**config.mk**
```make
export PLATFORM = sky130hd
export DESIGN_NAME = nonce_sequencer
export DESIGN_NICKNAME = d
export VERILOG_FILES = /design/src/rtl/nonce_sequencer.sv
export SDC_FILE = /design/constraint.sdc
export NUM_CORES = 2
export LEC_CHECK = 0
export CORE_MARGIN = 1.5
export CORE_UTILIZATION = 40
export CTS_BUF_LIST = sky130_fd_sc_hd__clkbuf_4
export CTS_CLUSTER_DIAMETER = 100
export DETAILED_ROUTE_END_ITERATION = 16
export GPL_TIMING_DRIVEN = 0
export HOLD_SLACK_MARGIN = 0.1
export PLACE_DENSITY = 0.68
export SLEW_MARGIN = 10
export SYNTH_ARGS = -nofsm -noshare
export SYNTH_HDL_FRONTEND = slang
export SYNTH_SLANG_ARGS = --single-unit
```
**constraint.sdc**
```tcl
create_clock -name clk -period 2.75 [get_ports clk]
set_clock_uncertainty 0.15 [all_clocks]
set_input_delay 0.6875 -clock clk [delete_from_list [all_inputs] [get_ports clk]]
set_output_delay 0.6875 -clock clk [all_outputs]
set_load 0.05 [all_outputs]
```
**src/rtl/nonce_sequencer.sv**
```systemverilog
// Mining-run controller: walks a nonce range, launches one hash job per nonce,
// and stops on the first hash below target or when the range is exhausted.
module nonce_sequencer #(
  parameter int unsigned NONCE_W = 32,
  parameter int unsigned HASH_W  = 256,
  parameter int unsigned TIMEOUT = 1024
) (
  input  logic               clk,
  input  logic               rst,
  input  logic               start,
  input  logic               stop,
  input  logic [NONCE_W-1:0] nonce_first,
  input  logic [NONCE_W-1:0] nonce_last,
  input  logic [HASH_W-1:0]  target,
  output logic               core_start,
  output logic [NONCE_W-1:0] core_nonce,
  output logic               core_abort,
  input  logic               core_done,
  input  logic [HASH_W-1:0]  core_hash,
  output logic               busy,
  output logic               found,
  output logic [NONCE_W-1:0] found_nonce,
  output logic               exhausted,
  output logic               timeout_err,
  output logic [31:0]        hash_count
);

  localparam int unsigned TIMER_W = (TIMEOUT > 2) ? $clog2(TIMEOUT) : 1;
  localparam int unsigned CNT_W   = 32;

  localparam logic [1:0] S_IDLE   = 2'd0;
  localparam logic [1:0] S_LAUNCH = 2'd1;
  localparam logic [1:0] S_WAIT   = 2'd2;
  localparam logic [1:0] S_CHECK  = 2'd3;

  localparam logic [TIMER_W-1:0] TIMER_LAST = TIMER_W'(TIMEOUT - 1);

  logic [1:0]         state, state_d;
  logic [NONCE_W-1:0] cur, cur_d;
  logic [NONCE_W-1:0] last_q, last_d;
  logic [HASH_W-1:0]  target_q, target_d;
  logic [HASH_W-1:0]  hash_q, hash_d;
  logic [TIMER_W-1:0] timer, timer_d;

  logic               core_start_d;
  logic [NONCE_W-1:0] core_nonce_d;
  logic               core_abort_d;
  logic               busy_d;
  logic               found_d;
  logic [NONCE_W-1:0] found_nonce_d;
  logic               exhausted_d;
  logic               timeout_err_d;
  logic [CNT_W-1:0]   hash_count_d;

  // Next-state and next-output logic; outputs are computed one edge ahead so
  // that core_start is high exactly during LAUNCH.
  always_comb begin
    state_d       = state;
    cur_d         = cur;
    last_d        = last_q;
    target_d      = target_q;
    hash_d        = hash_q;
    timer_d       = timer;
    core_start_d  = 1'b0;
    core_abort_d  = 1'b0;
    core_nonce_d  = core_nonce;
    found_d       = found;
    found_nonce_d = found_nonce;
    exhausted_d   = exhausted;
    timeout_err_d = timeout_err;
    hash_count_d  = hash_count;

    case (state)
      S_IDLE: begin
        if (start && !stop) begin
          last_d        = nonce_last;
          target_d      = target;
          cur_d         = nonce_first;
          found_d       = 1'b0;
          exhausted_d   = 1'b0;
          timeout_err_d = 1'b0;
          hash_count_d  = '0;
          core_start_d  = 1'b1;
          core_nonce_d  = nonce_first;
          state_d       = S_LAUNCH;
        end
      end
      S_LAUNCH: begin
        if (stop) begin
          core_abort_d = 1'b1;
          state_d      = S_IDLE;
        end else begin
          timer_d = '0;
          state_d = S_WAIT;
        end
      end
      S_WAIT: begin
        if (stop) begin
          core_abort_d = 1'b1;
          state_d      = S_IDLE;
        end else if (core_done) begin
          hash_d  = core_hash;
          state_d = S_CHECK;
        end else if (timer == TIMER_LAST) begin
          timeout_err_d = 1'b1;
          core_abort_d  = 1'b1;
          state_d       = S_IDLE;
        end else begin
          timer_d = timer + TIMER_W'(1);
        end
      end
      default: begin
        if (stop) begin
          state_d = S_IDLE;
        end else begin
          if (hash_count != '1) begin
            hash_count_d = hash_count + CNT_W'(1);
          end
          if (hash_q < target_q) begin
            found_d       = 1'b1;
            found_nonce_d = cur;
            state_d       = S_IDLE;
          end else if (cur == last_q) begin
            exhausted_d = 1'b1;
            state_d     = S_IDLE;
          end else begin
            cur_d        = cur + NONCE_W'(1);
            core_nonce_d = cur + NONCE_W'(1);
            core_start_d = 1'b1;
            state_d      = S_LAUNCH;
          end
        end
      end
    endcase

    busy_d = (state_d != S_IDLE);
  end

  // State, datapath and output registers with synchronous reset.
  always_ff @(posedge clk) begin
    if (rst) begin
      state       <= S_IDLE;
      cur         <= '0;
      last_q      <= '0;
      target_q    <= '0;
      hash_q      <= '0;
      timer       <= '0;
      core_start  <= 1'b0;
      core_nonce  <= '0;
      core_abort  <= 1'b0;
      busy        <= 1'b0;
      found       <= 1'b0;
      found_nonce <= '0;
      exhausted   <= 1'b0;
      timeout_err <= 1'b0;
      hash_count  <= '0;
    end else begin
      state       <= state_d;
      cur         <= cur_d;
      last_q      <= last_d;
      target_q    <= target_d;
      hash_q      <= hash_d;
      timer       <= timer_d;
      core_start  <= core_start_d;
      core_nonce  <= core_nonce_d;
      core_abort  <= core_abort_d;
      busy        <= busy_d;
      found       <= found_d;
      found_nonce <= found_nonce_d;
      exhausted   <= exhausted_d;
      timeout_err <= timeout_err_d;
      hash_count  <= hash_count_d;
    end
  end

endmodule

```
==> flow_summary.ini <==
[cts]
clk_latency_ns = 1.02
root_buffer = clkbuf_4
cts.clk_slew.worst_paths_ns = 0.07
cts_buffers = 176
cts_tree = built
htree_levels = 4
numClockSinks = 658
clockBufferDepth = 3

[synth]
synth_top_family_by_area = simple AND/OR/NAND/NOR gates
synth-xor-area-share_pct = 1.88
synthMuxAreaShare_pct = 1.24
synthFlopType = dfxtp_1
async_flop_share_pct = 0
synth_top_area_share_pct = 42.8
synth.largest_area_cell = dfxtp_1
yosys.area_share.adder_pct = 10.6
synthCells = 3993
ys_seq_area_share_pct = 42.8
synthDistinctLibCells = 73
syn_nets = 4836
synth-warning-count = 0
synth_simple_gate_area_share_pct = 21.5
syn_area_sq_mm = 0.0308
synth_area_leaders = dfxtp_1 43%, nand2_1 15%, a21oi_1 11%, ha_1 11%, inv_1 3.3%
synth_compound_area_share_pct = 15.8
synth_edf_count = 0
syn_area_per_cell_sq_um = 7.71
yosys_register_bits = 658

[drt]
vias_per_cell = 5.16
routed_wl_microns = 123000
wl_met3_microns = 8420
ant_nets = 0
route.vias.total = 34000
met1_length_microns = 47100
routed-wl-met2_microns = 59700
drt-pass1-iter-count = 6
route.detailed.drc = 0
top_layer_used = met5
drt_iter0_drc = 2078
wl_per_cell_microns = 18.7

[critical_path]
crit_required_ns = 3.44
worst-setup-path-type = reg -> reg
critPathMaxFanout = 10
worstSetupStartpointType = register
endpoint_kind = register
crit_arrival_ns = 4.31
r2r_cells = 13

[pwr]
powerDensity_mw_per_mm2 = 491
p_leak_nw = 18.3
intPower_w = 0.0166
peakVddDrop_uv = 296
sw_frac_of_total_pct = 29.2
power_switching_w = 0.00682
clockPowerShare_pct = 37.7
combPwrFrac_pct = 19.0
pwr-share-seq_pct = 43.3

[final_layout]
final_util_pct = 62.6
fillers = 6480
regArea_sq_mm = 0.0132
multiInputGateArea_sq_mm = 0.0165
fin_cells = 6588
synthToLayoutAreaGrowth_pct = 54.5
final_cell_mix = 1191 x nand2_1, 660 x a21oi_1, 621 x dfxtp_1
post_route_cells_drive_above_1_share_pct = 11.5
nNetsFinal = 6244
layout_commonest_cell = nand2_1

[timing]
setup_viol = 69
period_minus_slack_ns = 3.62
max_slew_margin_pct = 27.7
max_freq_ghz = 0.277
tightest_slew_ns = 1.09
report.final.slew_viol_count = 0
fin_crit_sh_pct = 131
setup_tns_ns = -52.96
hold_viol_final = 0
rsz0062_at_grt = yes
fin_ws_ns = -0.866

[floorplanning]
fp.dieH_microns = 280
die_area_sq_mm = 0.0787
floorplan.initialDensity_pct = 40.5
die_w_microns = 280
coreArea_sq_mm = 0.0761
rows = 101
ios = 683

[global_routing]
grt_pass1_vias = 34100
grt_max_degree = 20
grt_usage_pct = 30.3
grt_overflow = 0
grt_pass1_wl_microns = 184000
antenna_found_initial = 29

[placed_design]
routabilityCongestion = 0.969
hpwlAfterDp_microns = 86600
dp.cells = 5704
portBuffers = 681

[worst_hold_path]
hold_path.class = in -> reg
hold_depth = 3

[run]
drv_cap = 0

[run_status]
violations = negative setup slack
outcome = finished with violations
## worst paths after layout
check | slack [ns] | startpoint | endpoint
max | -0.87 | target_q[222] | cur[5]
min reg2reg | 0.30 | target_q[129] | target_q[129]
min | 0.23 | core_hash[78] | hash_q[78]
max reg2reg | -0.87 | target_q[222] | cur[5]
## critical path: stages (launching register included)
cell      delay [ns]
dfxtp_2         0.34
inv_2           0.04
ha_4            0.25
a21oi_2         0.14
nand2_1         0.09
a221o_1         0.42
o41ai_4         0.51
o211ai_1        0.22
buf_4           0.18
a211o_4         0.30
o21ai_4         0.25
nand2_4         0.15
buf_8           0.21
a32o_1          0.20
## cells in the mapped netlist, types with 9 or more instances
| library cell | instances |
|---|---|
| mux2i_1 | 38 |
| and2_1 | 9 |
| nor2b_1 | 9 |
| nor3_1 | 38 |
| a211oi_1 | 12 |
| and3_1 | 16 |
| nand4_1 | 66 |
| dfxtp_1 | 658 |
| ha_1 | 262 |
| a21oi_1 | 673 |
| nand3_1 | 60 |
| nor2_1 | 151 |
| nand2_1 | 1196 |
| inv_1 | 274 |
| a22oi_1 | 13 |
| clkbuf_1 | 195 |
| xnor2_1 | 43 |
| a32o_1 | 12 |
| o21ai_0 | 44 |
| a21o_1 | 14 |
| nor4_1 | 15 |
| buf_1 | 18 |
| or3_1 | 9 |
| xor2_1 | 23 |
| and4_1 | 9 |
| o22ai_1 | 19 |
## flip-flops by register name, summed over array words and instances (netlist names), 2 cells and up
| name | count |
|---|---|
| cur | 32 |
| found_nonce | 32 |
| hash_count | 32 |
| hash_q | 256 |
| last_q | 32 |
| state | 2 |
| target_q | 256 |
| timer | 10 |
## metal layers
metal  up-vias  GRT usage, %
met5         -             0
met4         6          19.5
met3       479          6.96
met2      1473          52.6
met1     15700          33.1
li1      16300             -
## per-stage QoR
stage | hold WS [ns] | instance area (sq um) | total power (W) | setup WS [ns]
2_1_floorplan | 0.281 | 30900 | 0.0120 | -0.176
3_3_place_gp | 0.289 | 39100 | 0.0137 | -2.18
3_5_place_dp | 0.296 | 39100 | 0.0138 | -2.01
4_1_cts | 0.101 | 47100 | 0.0233 | -0.775
5_1_grt | 0.144 | 47600 | 0.0244 | -0.986
6_report | 0.227 | 47600 | 0.0234 | -0.866
## repair_timing
item                                   4_1_cts  5_1_grt
setup endpoints to repair                  734      305
gates resized for setup                    612       97
endpoints found under the hold margin      512        0
gates cloned                                 3        3
pin swaps                                   54       18
hold buffers                               511        0
setup buffers                               26       13
## layout make-up
type / count / area share [%]
antenna: 36 / 0.189
buffer: 219 / 2.12
clock buffer: 254 / 4.01
clock inverter: 45 / 0.636
inverter: 275 / 2.17
multi-input combinational: 2838 / 34.8
sequential: 658 / 27.8
tap: 1030 / 2.71
timing repair buffer: 1233 / 25.6
## power groups by stage
stage | clock (W) | combinational [W] | sequential, W
after floorplan | 0 | 0.00160 | 0.0104
after global placement | 0 | 0.00343 | 0.0103
after detailed placement | 0 | 0.00346 | 0.0103
after CTS | 0.00895 | 0.00429 | 0.0101
after global routing | 0.00948 | 0.00477 | 0.0101
final | 0.00881 | 0.00445 | 0.0101
## cell families (layout without fill, tap and decap cells)
kind of cell / count (synthesis) / after routing
XOR/XNOR: 66 / 66
AND/OR/NAND/NOR: 1603 / 1603
other: 0 / 36
multiplexers: 38 / 38
buffers and inverters: 497 / 2026
AO/OA/AOI/OAI: 869 / 869
flip-flops: 658 / 658
adder cells (fa/ha/maj): 262 / 262
(Power assumes the default switching activity.)
